**src/rtl/jzjpcc_memory_arbiter_pkg.sv**
```systemverilog
// jzjpcc_memory_pkg
// Shared types for the fetch/data memory arbiter.
//   rsp_owner_t  : which requester owns the read data coming back next cycle
//   WORD_ADDR_W  : width of a word address [31:2]
//   mem_req_t    : one access as presented to the shared memory port
package jzjpcc_memory_pkg;

   localparam int WORD_ADDR_W = 30;

   typedef enum logic [1:0] {
      RSP_NONE  = 2'd0,
      RSP_FETCH = 2'd1,
      RSP_DATA  = 2'd2
   } rsp_owner_t;

   typedef struct packed {
      logic [WORD_ADDR_W-1:0] address;
      logic [31:0]            writeData;
      logic [3:0]             byteMask;
      logic                   writeEnable;
   } mem_req_t;

endpackage

```
**src/rtl/jzjpcc_memory_arbiter_if.sv**
```systemverilog
// jzjpcc_memory_arbiter_if
// Bundles the fetch port, the data port and the shared memory port.
//   slave  : seen by the arbiter (takes requests and memory read data,
//            drives grants, stalls, responses and the memory request)
//   master : seen by the pipeline and memory side
interface jzjpcc_memory_arbiter_if;
   import jzjpcc_memory_pkg::*;

   logic                   fetchReq;
   logic [WORD_ADDR_W-1:0] fetchAddress;
   logic                   fetchGnt;
   logic                   fetchStall;
   logic                   fetchRdValid;
   logic [31:0]            fetchRdData;

   logic                   dataReq;
   logic                   dataWrite;
   logic [WORD_ADDR_W-1:0] dataAddress;
   logic [31:0]            dataWriteData;
   logic [3:0]             dataByteMask;
   logic                   dataGnt;
   logic                   dataStall;
   logic                   dataRdValid;
   logic [31:0]            dataRdData;

   logic [WORD_ADDR_W-1:0] memAddress;
   logic [31:0]            memDataToWrite;
   logic [3:0]             memByteMask;
   logic                   memWriteEnable;
   logic [31:0]            memDataRead;

   modport slave (
      input  fetchReq, fetchAddress,
      output fetchGnt, fetchStall, fetchRdValid, fetchRdData,
      input  dataReq, dataWrite, dataAddress, dataWriteData, dataByteMask,
      output dataGnt, dataStall, dataRdValid, dataRdData,
      output memAddress, memDataToWrite, memByteMask, memWriteEnable,
      input  memDataRead
   );

   modport master (
      output fetchReq, fetchAddress,
      input  fetchGnt, fetchStall, fetchRdValid, fetchRdData,
      output dataReq, dataWrite, dataAddress, dataWriteData, dataByteMask,
      input  dataGnt, dataStall, dataRdValid, dataRdData,
      input  memAddress, memDataToWrite, memByteMask, memWriteEnable,
      output memDataRead
   );

endinterface

```
**src/rtl/jzjpcc_memory_arbiter_starve.sv**
```systemverilog
// jzjpcc_memory_arbiter_starve
// Counts consecutive cycles in which fetch asked and was refused. Once the
// count reaches STARVE_LIMIT and both requesters are asking, force_fetch
// hands the port to fetch for one cycle.
//   clock, reset : system clock, asynchronous active-high reset
//   fetch_req    : fetch is requesting this cycle
//   data_req     : data is requesting this cycle
//   fetch_gnt    : fetch actually won this cycle
//   force_fetch  : override data priority this cycle
module jzjpcc_memory_arbiter_starve #(
   parameter int STARVE_LIMIT = 4
) (
   input  logic clock,
   input  logic reset,
   input  logic fetch_req,
   input  logic data_req,
   input  logic fetch_gnt,
   output logic force_fetch
);

   localparam int CW = $clog2(STARVE_LIMIT + 1);
   localparam logic [CW-1:0] LIMIT = CW'(STARVE_LIMIT);

   logic [CW-1:0] starve_count;

   // Saturating denial counter; any grant or a dropped request starts over.
   always_ff @(posedge clock or posedge reset) begin
      if (reset) begin
         starve_count <= '0;
      end else if (!fetch_req || fetch_gnt) begin
         starve_count <= '0;
      end else if (starve_count != LIMIT) begin
         starve_count <= starve_count + 1'b1;
      end
   end

   // Only override when there is actually a conflict to resolve.
   assign force_fetch = (starve_count == LIMIT) && fetch_req && data_req;

endmodule

```
**src/rtl/jzjpcc_memory_arbiter.sv**
```systemverilog
// jzjpcc_memory_arbiter
// Shares one synchronous single-port memory between the fetch stage and the
// memory stage. Data has priority; the loser gets a stall. Read data comes
// back one cycle after the grant and is tagged to the winner by a small
// response FSM.
//   clock, reset : system clock, asynchronous active-high reset
//   bus          : jzjpcc_memory_arbiter_if.slave (fetch, data, memory ports)
// Optional build macro JZJPCC_ARB_STARVE_GUARD_EN adds a starvation guard
// that lets fetch win once after STARVE_LIMIT consecutive denials.
module jzjpcc_memory_arbiter
   import jzjpcc_memory_pkg::*;
#(
   parameter int STARVE_LIMIT = 4,
   parameter int ADDR_MSB     = 31
) (
   input logic                     clock,
   input logic                     reset,
   jzjpcc_memory_arbiter_if.slave  bus
);

   if (STARVE_LIMIT < 1) begin : g_bad_limit
      $error("STARVE_LIMIT must be at least 1");
   end

   logic                  fetch_gnt;
   logic                  data_gnt;
   logic                  force_fetch;
   logic [ADDR_MSB-2:0]   address_hold;
   mem_req_t              mem_req;
   rsp_owner_t            state;
   rsp_owner_t            state_next;

`ifdef JZJPCC_ARB_STARVE_GUARD_EN
   jzjpcc_memory_arbiter_starve #(
      .STARVE_LIMIT (STARVE_LIMIT)
   ) u_starve (
      .clock       (clock),
      .reset       (reset),
      .fetch_req   (bus.fetchReq),
      .data_req    (bus.dataReq),
      .fetch_gnt   (fetch_gnt),
      .force_fetch (force_fetch)
   );
`else
   assign force_fetch = 1'b0;
`endif

   // Data wins unless the starvation guard is forcing fetch through.
   assign data_gnt  = bus.dataReq && !force_fetch;
   assign fetch_gnt = bus.fetchReq && (!bus.dataReq || force_fetch);

   assign bus.dataGnt    = data_gnt;
   assign bus.fetchGnt   = fetch_gnt;
   assign bus.dataStall  = bus.dataReq && !data_gnt;
   assign bus.fetchStall = bus.fetchReq && !fetch_gnt;

   // Memory port mux. Idle cycles keep the last address on the bus so the
   // memory sees a quiet address line; the write strobe is held off in reset.
   always_comb begin
      mem_req = '{address: address_hold, writeData: '0, byteMask: '0, writeEnable: 1'b0};
      if (data_gnt) begin
         mem_req = '{address:     bus.dataAddress,
                     writeData:   bus.dataWriteData,
                     byteMask:    bus.dataByteMask,
                     writeEnable: bus.dataWrite};
      end else if (fetch_gnt) begin
         mem_req.address = bus.fetchAddress;
      end
      if (reset) begin
         mem_req.writeEnable = 1'b0;
      end
   end

   assign bus.memAddress     = mem_req.address;
   assign bus.memDataToWrite = mem_req.writeData;
   assign bus.memByteMask    = mem_req.byteMask;
   assign bus.memWriteEnable = mem_req.writeEnable;

   // Remember the last granted address for idle cycles.
   always_ff @(posedge clock or posedge reset) begin
      if (reset) begin
         address_hold <= '0;
      end else if (data_gnt || fetch_gnt) begin
         address_hold <= mem_req.address;
      end
   end

   // Response owner register; reset discards any outstanding read.
   always_ff @(posedge clock or posedge reset) begin
      if (reset) begin
         state <= RSP_NONE;
      end else begin
         state <= state_next;
      end
   end

   // Stores never come back, so only fetches and loads claim the next cycle.
   always_comb begin
      state_next = RSP_NONE;
      if (fetch_gnt) begin
         state_next = RSP_FETCH;
      end else if (data_gnt && !bus.dataWrite) begin
         state_next = RSP_DATA;
      end
   end

   // Both consumers see the raw memory data and qualify it with their valid.
   always_comb begin
      bus.fetchRdValid = (state == RSP_FETCH);
      bus.dataRdValid  = (state == RSP_DATA);
      bus.fetchRdData  = bus.memDataRead;
      bus.dataRdData   = bus.memDataRead;
   end

endmodule

```
**src/flat_wrapper.sv**
```systemverilog
// flat-port wrapper written by rule: the top's interface ports become plain ports
module jzjpcc_memory_arbiter_flat import jzjpcc_memory_pkg::*;
#(
   parameter int STARVE_LIMIT = 4,
   parameter int ADDR_MSB     = 31
)
  (clock, reset, bus_fetchReq, bus_fetchAddress, bus_fetchGnt, bus_fetchStall, bus_fetchRdValid, bus_fetchRdData, bus_dataReq, bus_dataWrite, bus_dataAddress, bus_dataWriteData, bus_dataByteMask, bus_dataGnt, bus_dataStall, bus_dataRdValid, bus_dataRdData, bus_memAddress, bus_memDataToWrite, bus_memByteMask, bus_memWriteEnable, bus_memDataRead);
  jzjpcc_memory_arbiter_if bus_i ();
  input logic clock;
  input logic reset;
  input wire logic [$bits(bus_i.fetchReq)-1:0] bus_fetchReq;
  input wire logic [$bits(bus_i.fetchAddress)-1:0] bus_fetchAddress;
  output wire logic [$bits(bus_i.fetchGnt)-1:0] bus_fetchGnt;
  output wire logic [$bits(bus_i.fetchStall)-1:0] bus_fetchStall;
  output wire logic [$bits(bus_i.fetchRdValid)-1:0] bus_fetchRdValid;
  output wire logic [$bits(bus_i.fetchRdData)-1:0] bus_fetchRdData;
  input wire logic [$bits(bus_i.dataReq)-1:0] bus_dataReq;
  input wire logic [$bits(bus_i.dataWrite)-1:0] bus_dataWrite;
  input wire logic [$bits(bus_i.dataAddress)-1:0] bus_dataAddress;
  input wire logic [$bits(bus_i.dataWriteData)-1:0] bus_dataWriteData;
  input wire logic [$bits(bus_i.dataByteMask)-1:0] bus_dataByteMask;
  output wire logic [$bits(bus_i.dataGnt)-1:0] bus_dataGnt;
  output wire logic [$bits(bus_i.dataStall)-1:0] bus_dataStall;
  output wire logic [$bits(bus_i.dataRdValid)-1:0] bus_dataRdValid;
  output wire logic [$bits(bus_i.dataRdData)-1:0] bus_dataRdData;
  output wire logic [$bits(bus_i.memAddress)-1:0] bus_memAddress;
  output wire logic [$bits(bus_i.memDataToWrite)-1:0] bus_memDataToWrite;
  output wire logic [$bits(bus_i.memByteMask)-1:0] bus_memByteMask;
  output wire logic [$bits(bus_i.memWriteEnable)-1:0] bus_memWriteEnable;
  input wire logic [$bits(bus_i.memDataRead)-1:0] bus_memDataRead;
  assign bus_i.fetchReq = bus_fetchReq;
  assign bus_i.fetchAddress = bus_fetchAddress;
  assign bus_fetchGnt = bus_i.fetchGnt;
  assign bus_fetchStall = bus_i.fetchStall;
  assign bus_fetchRdValid = bus_i.fetchRdValid;
  assign bus_fetchRdData = bus_i.fetchRdData;
  assign bus_i.dataReq = bus_dataReq;
  assign bus_i.dataWrite = bus_dataWrite;
  assign bus_i.dataAddress = bus_dataAddress;
  assign bus_i.dataWriteData = bus_dataWriteData;
  assign bus_i.dataByteMask = bus_dataByteMask;
  assign bus_dataGnt = bus_i.dataGnt;
  assign bus_dataStall = bus_i.dataStall;
  assign bus_dataRdValid = bus_i.dataRdValid;
  assign bus_dataRdData = bus_i.dataRdData;
  assign bus_memAddress = bus_i.memAddress;
  assign bus_memDataToWrite = bus_i.memDataToWrite;
  assign bus_memByteMask = bus_i.memByteMask;
  assign bus_memWriteEnable = bus_i.memWriteEnable;
  assign bus_i.memDataRead = bus_memDataRead;
  jzjpcc_memory_arbiter #(.STARVE_LIMIT(STARVE_LIMIT), .ADDR_MSB(ADDR_MSB)) u_core (.clock(clock), .reset(reset), .bus(bus_i));
endmodule
```
**config.mk**
```make
export PLATFORM = sky130hd
export DESIGN_NAME = jzjpcc_memory_arbiter_flat
export DESIGN_NICKNAME = d
export VERILOG_FILES = /design/src/rtl/jzjpcc_memory_arbiter_pkg.sv /design/src/rtl/jzjpcc_memory_arbiter_if.sv /design/src/rtl/jzjpcc_memory_arbiter_starve.sv /design/src/rtl/jzjpcc_memory_arbiter.sv /design/src/flat_wrapper.sv
export SDC_FILE = /design/constraint.sdc
export NUM_CORES = 1
export LEC_CHECK = 0
export BUFFER_PORTS_ARGS = -buffer_cell sky130_fd_sc_hd__buf_4
export CAP_MARGIN = 20
export CORE_AREA = 2 2 106 108
export DETAILED_ROUTE_END_ITERATION = 6
export DIE_AREA = 0 0 108 110
export REMOVE_ABC_BUFFERS = 1
export SYNTH_ARGS = -nofsm -noshare
export SYNTH_HDL_FRONTEND = slang
export SYNTH_SLANG_ARGS = --single-unit
export TNS_END_PERCENT = 30
```
**constraint.sdc**
```tcl
create_clock -name clock -period 2.6 [get_ports clock]
set_clock_uncertainty 0.05 [all_clocks]
set_input_delay 0.65 -clock clock [delete_from_list [all_inputs] [get_ports clock]]
set_output_delay 0.65 -clock clock [all_outputs]
set_load 0.005 [all_outputs]
```
==> results.toml, run 1 <==
[run_status]
status = "completed"

[yosys]
yosysSeqAreaShare = 0.331
avgSynthCellArea_sq_um = 8.65
synth_top_area_frac = 0.331
yosys.area.top_type = "dfrtp_1"
syn_area_sq_mm = 0.00242
yosys-top-cells-area = "dfrtp_1 (33%), buf_4 (21%), mux2i_1 (12%)"
synth_cell_type_count = 15
ys_warn_count = 0
synthCells = 280
ys_ff_latch = 32

[route]
drcViolationCount = 0
wl_um = 8810
vias = 2282
vias_per_cell = 4.40
firstDrtPassIters = 4
ant_nets = 0
post_drt_wl_per_cell_um = 17.0
drt_iter0_markers = 116

[worst_hold_path]
hp-class = "in -> async"

[grt]
antenna_found_initial = 0
grt_pass1_vias = 2163
grt_max_degree = 70
grt-ovfl-total = 0
grtUsageTotal = 0.141
grt_pass1_wl_um = 12200

[sta]
final_hold_viol_count = 0
max_freq_mhz = 452
tns_ns = 0
setup_ws_ns = 0.388
rsz0062_at_grt = "false"
drv_slew = 0
finalSetupViolations = 0
period_minus_slack_ns = 2.21
period_share = 0.851

[power_and_ir_drop]
totalPowerFinal_mw = 1.41
leakagePower_nw = 1.76
ir_worst_vdd_mv = 0.150
power_density_mw_per_mm2 = 412

[final_layout]
n_fill_cell = 1138
layout.nets = 512
syn2layout_area_growth_pct = 41.0
drive_gt1_frac = 0.483
mostFrequentLayoutCells = "buf_4 (173), o21ai_1 (56), and2_1 (37), dfrtp_1 (32)"
insertedDiodeCount = 0
fin_area_sq_mm = 0.00341
stdcell_count = 519
layout_commonest_cell = "buf_4"

[clock_tree]
clockBufferDepth = 2
htree_levels = 2
post_cts_resized = 0
cts_setup_buffers = 0
cts.sinks = 32
clk_latency_ns = 0.27
clkTransAtPathRegs_ns = 0.07
cts_hold_buf = 0
cts_buffers = 5
root_buffer = "clkbuf_8"
cts_tree = "done"

[placed_design]
io_buffers = 172
place_area_sq_mm = 0.00332
dp.cells = 512
place.gp.congestion = 0.706
hpwlAfterDp_um = 7250
place_ws_ns = 0.374

[floorplanning]
fp.dieW_um = 108
pin_count = 270
die-area_sq_mm = 0.0119
core_sq_mm = 0.0107
start_util = 0.226
die_y_um = 110
rows = 38

[setup_path]
critPathTopFamily = "buffers and inverters"
worstPathCellList = "buf_4 > buf_12 > mux2i_1 > o21ai_1 > buf_4"
path_class = "in -> out"
cpPeakStageDelay_ns = 0.29
crit_buf_inv = 3
path_common_cell = "buf_4"
crit_path_start_kind = "input pin"
cp.required_ns = 1.90
cp.arrival_ns = 1.51
slowest_stage = "mux2i_1"
crit_path_end_kind = "output pin"
cp_max_fo = 32

[flow_run]
maxCapViolations = 0
[registers in the layout, indices dropped and copies added (netlist names)]
register             cells
u_core.state             2
u_core.address_hold     30
[final timing paths]
check | from | endpoint | slack [ns] | cells past startpoint
min in group clock | bus_dataWrite | u_core.state[1]$_DFF_PP0_ | 0.49 | 2
worst max register to register | u_core.address_hold[23]$_DFFE_PP0P_ | u_core.address_hold[23]$_DFFE_PP0P_ | 1.79 | 2
max in group asynchronous | reset | u_core.address_hold[5]$_DFFE_PP0P_ | 1.77 | 3
worst min register to register | u_core.address_hold[21]$_DFFE_PP0P_ | u_core.address_hold[21]$_DFFE_PP0P_ | 0.50 | 2
worst max-delay path | bus_fetchReq | bus_memAddress[13] | 0.39 | 5
worst min-delay path | reset | u_core.state[0]$_DFF_PP0_ | 0.43 | 3
[tightest hold or removal path, stage by stage]
cell and delay [ns]:
buf_4 0.11, clkinv_1 0.05, buf_4 0.37
[cells in the mapped netlist, drive strengths merged]
library cell	n
conb	1
clkbuf	3
nor2b	4
o21ai	60
mux2i	30
dfrtp	32
and2	37
buf	81
inv	1
and3	1
nand2	30
[report_power, final]
group | internal (mW) | switching, mW
registers | 0.542 | 0.0118
logic | 0.261 | 0.174
clock network | 0.236 | 0.182
[metal layers]
layer / global-route usage / wire [um] / up-vias / share of wire
li1: - / - / 1053 / -
met1: 0.164 / 3470 / 999 / 0.39
met2: 0.175 / 3230 / 219 / 0.37
met3: 0.142 / 1960 / 9 / 0.22
met4: 0.0238 / 68 / 2 / 0.0077
met5: 0.0982 / 70 / - / 0.0079
[area by class of cell]
| cell class | instances | area (sq um) | area share |
|---|---|---|---|
| inverter | 1 | 3.75 | 0.00110 |
| multi-input combinational | 163 | 980 | 0.287 |
| tap | 140 | 175 | 0.0513 |
| sequential | 32 | 801 | 0.235 |
| clock buffer | 7 | 96.3 | 0.0282 |
| timing repair buffer | 176 | 1360 | 0.398 |
[through the flow]
step,utilization,hold slack [ns]
5_1_grt,0.319,0.447
2_1_floorplan,-,0.460
6_report,0.319,0.426
4_1_cts,0.319,0.426
3_5_place_dp,0.310,0.493
3_3_place_gp,0.310,0.478
[logic make-up (layout without fill, tap and decap cells)]
family,count (synthesis),after routing,synth area share
AOI/OAI and AO/OA,60,60,0.124
buffers and inverters,85,184,0.265
DFF,32,32,0.331
muxes,30,30,0.124
other,1,1,0.00155
and+or+nand+nor,72,72,0.155
(Power assumes the default switching activity.)
==> inputs of run 2 (changes only) <==
clock period = 2.9 ns   (was 2.6 ns; I/O delays follow)
==> run 2 against run 1 <==
  * Final cell count decreased by 0.19%
  * Hold slack improved by 0.064 ns
  * First-iteration DRC count is 19% lower
  * Flip-flop and latch count stayed put
  * Sequential share of layout area rose by 0.30 points
  * Sequential power decreased by 10%
==> results.toml, run 2 (synthesis results as in run 1) <==
[placed_design]
hpwlAfterDp_um = 6990
place.gp.congestion = 0.718
place_area_sq_mm = 0.00328
io_buffers = 172
place_ws_ns = 0.364

[route]
post_drt_wl_per_cell_um = 16.8
wl_um = 8730
ant_nets = 0
vias_per_cell = 4.31
drt_iter0_markers = 94
vias = 2231
firstDrtPassIters = 4
drcViolationCount = 0

[sta]
max_freq_mhz = 394
finalSetupViolations = 0
final_hold_viol_count = 0
relSlewSlack = 0.621
timing.hold.ws_ns = 0.490
period_share = 0.875
tns_ns = 0
worstMarginPinSlew_ns = 0.569
rsz0062_at_grt = "false"
period_minus_slack_ns = 2.54
setup_ws_ns = 0.362
drv_slew = 0

[final_layout]
layout.nets = 510
syn2layout_area_growth_pct = 39.2
reg_top3 = "u_core.address_hold (30), u_core.state (2)"
insertedDiodeCount = 0
fin_area_sq_mm = 0.00337
mostFrequentLayoutCells = "buf_4 (173), o21ai_1 (56), and2_1 (37), dfrtp_1 (32)"
n_fill_cell = 1117
layout_commonest_cell = "buf_4"
top_register = "u_core.address_hold"
drive_gt1_frac = 0.481
largest_reg_flops = 30

[floorplanning]
fp.dieW_um = 108
die-area_sq_mm = 0.0119
start_util = 0.226
die_y_um = 110
rows = 38
core_sq_mm = 0.0107
pin_count = 270

[grt]
grt_max_degree = 132
grtUsageTotal = 0.139
grt_pass1_vias = 2078
grt_pass1_wl_um = 12000
grt-ovfl-total = 0
antenna_found_initial = 0

[power_and_ir_drop]
switchingPower_mw = 0.334
ir_worst_vdd_mv = 0.136
switching_share = 0.270
power_density_mw_per_mm2 = 367
pwr-share-comb = 0.309
p_seq_frac = 0.401
p_int_mw = 0.904
leakagePower_nw = 1.74
totalPowerFinal_mw = 1.24
power_frac_clock = 0.290

[setup_path]
cpPeakStageDelay_ns = 0.46
cp.required_ns = 2.12
cp.arrival_ns = 1.76
cp_max_fo = 32
slowest_stage = "buf_4"
r2r_slack_ns = 2.09
crit_path_end_kind = "output pin"
path_class = "in -> out"
path_common_cell = "buf_4"
crit_path_start_kind = "input pin"
worstPathCellList = "buf_4 > mux2i_1 > o21ai_1 > buf_4"

[worst_hold_path]
hp-class = "in -> async"

[clock_tree]
htree_levels = 2
cts_buffers = 5
cts_setup_buffers = 0
post_cts_resized = 0
root_buffer = "clkbuf_8"
clkTransAtPathRegs_ns = 0.07
cts_hold_buf = 0
cts_tree = "done"
clk_latency_ns = 0.28
clockBufferDepth = 2
cts.sinks = 32

[run_status]
status = "completed"

[flow_run]
maxCapViolations = 0
-- run 2: path summary, 6_finish.rpt --
check	startpoint	to	depth (start not counted)
worst max-delay path	bus_fetchReq	bus_memAddress[27]	4
worst min-delay path	reset	u_core.state[0]$_DFF_PP0_	3
worst max register to register	u_core.address_hold[2]$_DFFE_PP0P_	u_core.address_hold[2]$_DFFE_PP0P_	2
worst min register to register	u_core.address_hold[4]$_DFFE_PP0P_	u_core.address_hold[4]$_DFFE_PP0P_	2
max in group asynchronous	reset	u_core.address_hold[5]$_DFFE_PP0P_	3
min in group clock	u_core.address_hold[4]$_DFFE_PP0P_	u_core.address_hold[4]$_DFFE_PP0P_	2
-- run 2: power groups by stage --
stage	logic [mW]	registers (mW)	clock network, mW
CTS	0.390	0.496	0.385
global route	0.425	0.500	0.405
floorplan	0.128	0.501	0
global placement	0.385	0.504	0
detailed placement	0.390	0.505	0
finish	0.383	0.496	0.359
-- run 2: area by class of cell --
type                    instances  area [sq um]  area share
clock inverters                 2          10.0     0.00297
well taps                     140           175      0.0520
repair buffers                174          1320       0.391
multi-input cells             163           980       0.291
flip-flops and latches         32           801       0.238
clock buffers                   6          82.6      0.0245
inverters                       1          3.75     0.00111
-- run 2: per-layer routing --
metal,track usage,vias to the layer above,wire length (um)
met1,0.169,947,3550
met2,0.170,227,3210
met5,0.107,-,91
met4,0.0238,2,43
met3,0.130,6,1830
li1,-,1049,-
-- run 2: through the flow --
stage	instances	util
after floorplan	196	-
after global placement	510	0.306
after detailed placement	510	0.306
after CTS	518	0.315
after global routing	518	0.315
final	518	0.315
-- run 2: critical path, delay by kind of cell --
kind / cells / cell delay (ns)
compound gates: 1 / 0.09
mux: 1 / 0.32
buf+inv: 2 / 0.61
==> inputs of run 3 (changes only) <==
CORE_AREA = unset   (was 2 2 106 108)
CORE_MARGIN = 8   (was unset)
CORE_UTILIZATION = 31   (was unset)
DIE_AREA = unset   (was 0 0 108 110)
PLACE_DENSITY = 0.74   (was unset)
==> run 3 against run 2 <==
  * Global-route usage rose by 2.7 points
  * First-iteration DRC count decreased by 34%
  * Die area decreased by 8.3%
==> results.toml, run 3 (synthesis results as in run 1) <==
[power_and_ir_drop]
leakagePower_nw = 1.76
p_int_mw = 0.972
ir_worst_vdd_mv = 0.152
power_frac_clock = 0.318
power_density_mw_per_mm2 = 388
p_seq_frac = 0.381
switching_share = 0.253
switchingPower_mw = 0.330
pwr-share-comb = 0.301

[floorplanning]
pin_count = 270
core_sq_mm = 0.00765
rows = 32
start_util = 0.317
die-area_sq_mm = 0.0109
fp.dieW_um = 104
die_y_um = 104

[route]
vias = 2214
ant_nets = 0
vias_per_cell = 4.60
firstDrtPassIters = 4
drcViolationCount = 0
wl_um = 9490
drt_iter0_markers = 62
post_drt_wl_per_cell_um = 19.7

[final_layout]
layout.nets = 511
fin_area_sq_mm = 0.00336
stdcell_count = 481
insertedDiodeCount = 0
mostFrequentLayoutCells = "buf_4 (173), o21ai_1 (56), and2_1 (37), dfrtp_1 (32)"
drive_gt1_frac = 0.480
layout_commonest_cell = "buf_4"
largest_reg_flops = 30
syn2layout_area_growth_pct = 38.6
top_register = "u_core.address_hold"
reg_top3 = "u_core.address_hold (30), u_core.state (2)"

[worst_hold_path]
hp-class = "reg -> reg"
hp-start = "u_core.address_hold[14]$_DFFE_PP0P_"
worstHoldPathCells = 2
holdPathEnd = "u_core.address_hold[14]$_DFFE_PP0P_"

[setup_path]
cp.arrival_ns = 1.72
r2r-end = "u_core.address_hold[16]$_DFFE_PP0P_"
cp.required_ns = 2.12
cp_max_fo = 20
path_class = "in -> out"
crit_path_start_kind = "input pin"
r2r_slack_ns = 2.06
worst-r2r-cell-count = 2
crit_path_end_kind = "output pin"
startpoint = "bus_fetchReq"
reg2reg_from = "u_core.address_hold[16]$_DFFE_PP0P_"

[sta]
final_hold_viol_count = 0
rsz0062_at_grt = "false"
period_share = 0.859
drv_slew = 0
finalSetupViolations = 0
tns_ns = 0
setup_ws_ns = 0.409
max_freq_mhz = 401
period_minus_slack_ns = 2.49

[clock_tree]
cts_setup_buffers = 0
clk_latency_ns = 0.27
root_buffer = "clkbuf_8"
clkTransAtPathRegs_ns = 0.06
htree_levels = 2
cts.sinks = 32
post_cts_resized = 0
clockBufferDepth = 2
cts_hold_buf = 0
cts_tree = "done"
cts_buffers = 5

[placed_design]
dp.cells = 473
place_ws_ns = 0.395
place_area_sq_mm = 0.00325
io_buffers = 172
place.gp.congestion = 0.722
hpwlAfterDp_um = 8040

[grt]
grt_pass1_vias = 2398
antenna_found_initial = 0
grt_pass1_wl_um = 13900
grt-ovfl-total = 0
grtUsageTotal = 0.166
grt_max_degree = 132

[run_status]
status = "completed"

[flow_run]
maxCapViolations = 0
run 3: cell type report:
type	count	area, sq um
fill	744	4290
timing repair buffer	175	1340
multi-input combinational	163	980
sequential	32	801
tap	102	128
clock buffer	6	72.6
clock inverter	2	35.0
inverter	1	3.75
run 3: power by group through the flow:
stage	Sequential (mW)	Combinational [mW]	Clock [mW]
after floorplan	0.501	0.128	0
after global placement	0.504	0.392	0
after detailed placement	0.505	0.401	0
after CTS	0.497	0.402	0.433
after global routing	0.499	0.437	0.457
final	0.497	0.392	0.414
run 3: metal layers:
layer  wire (um)  share of wire  up-vias  GRT usage
li1            -              -     1045          -
met5           0              0        -     0.0571
met1        4190           0.44      955      0.210
met2        3250           0.34      208      0.189
met4          27         0.0028        0     0.0217
met3        2030           0.21        6      0.161
run 3: worst max path at each step:
stage	slack [ns]	cells past startpoint	end
6_report	0.41	5	bus_memAddress[16]
5_1_grt	0.31	5	bus_memAddress[16]
4_1_cts	0.39	5	bus_memAddress[16]
3_5_place_dp	0.40	5	bus_memAddress[21]
3_3_place_gp	0.44	5	bus_memAddress[21]
2_1_floorplan	0.45	2	bus_memWriteEnable
run 3: stage by stage:
step | total power [mW] | hold WS (ns) | util
floorplan | 0.629 | 0.460 | -
global placement | 0.896 | 0.480 | 0.425
detailed placement | 0.906 | 0.494 | 0.425
CTS | 1.33 | 0.509 | 0.439
global route | 1.39 | 0.524 | 0.439
finish | 1.30 | 0.499 | 0.439
run 3: critical path: stages:
cell and delay (ns):
buf_4 0.23, buf_12 0.23, mux2i_1 0.26, o21ai_0 0.10, buf_4 0.16
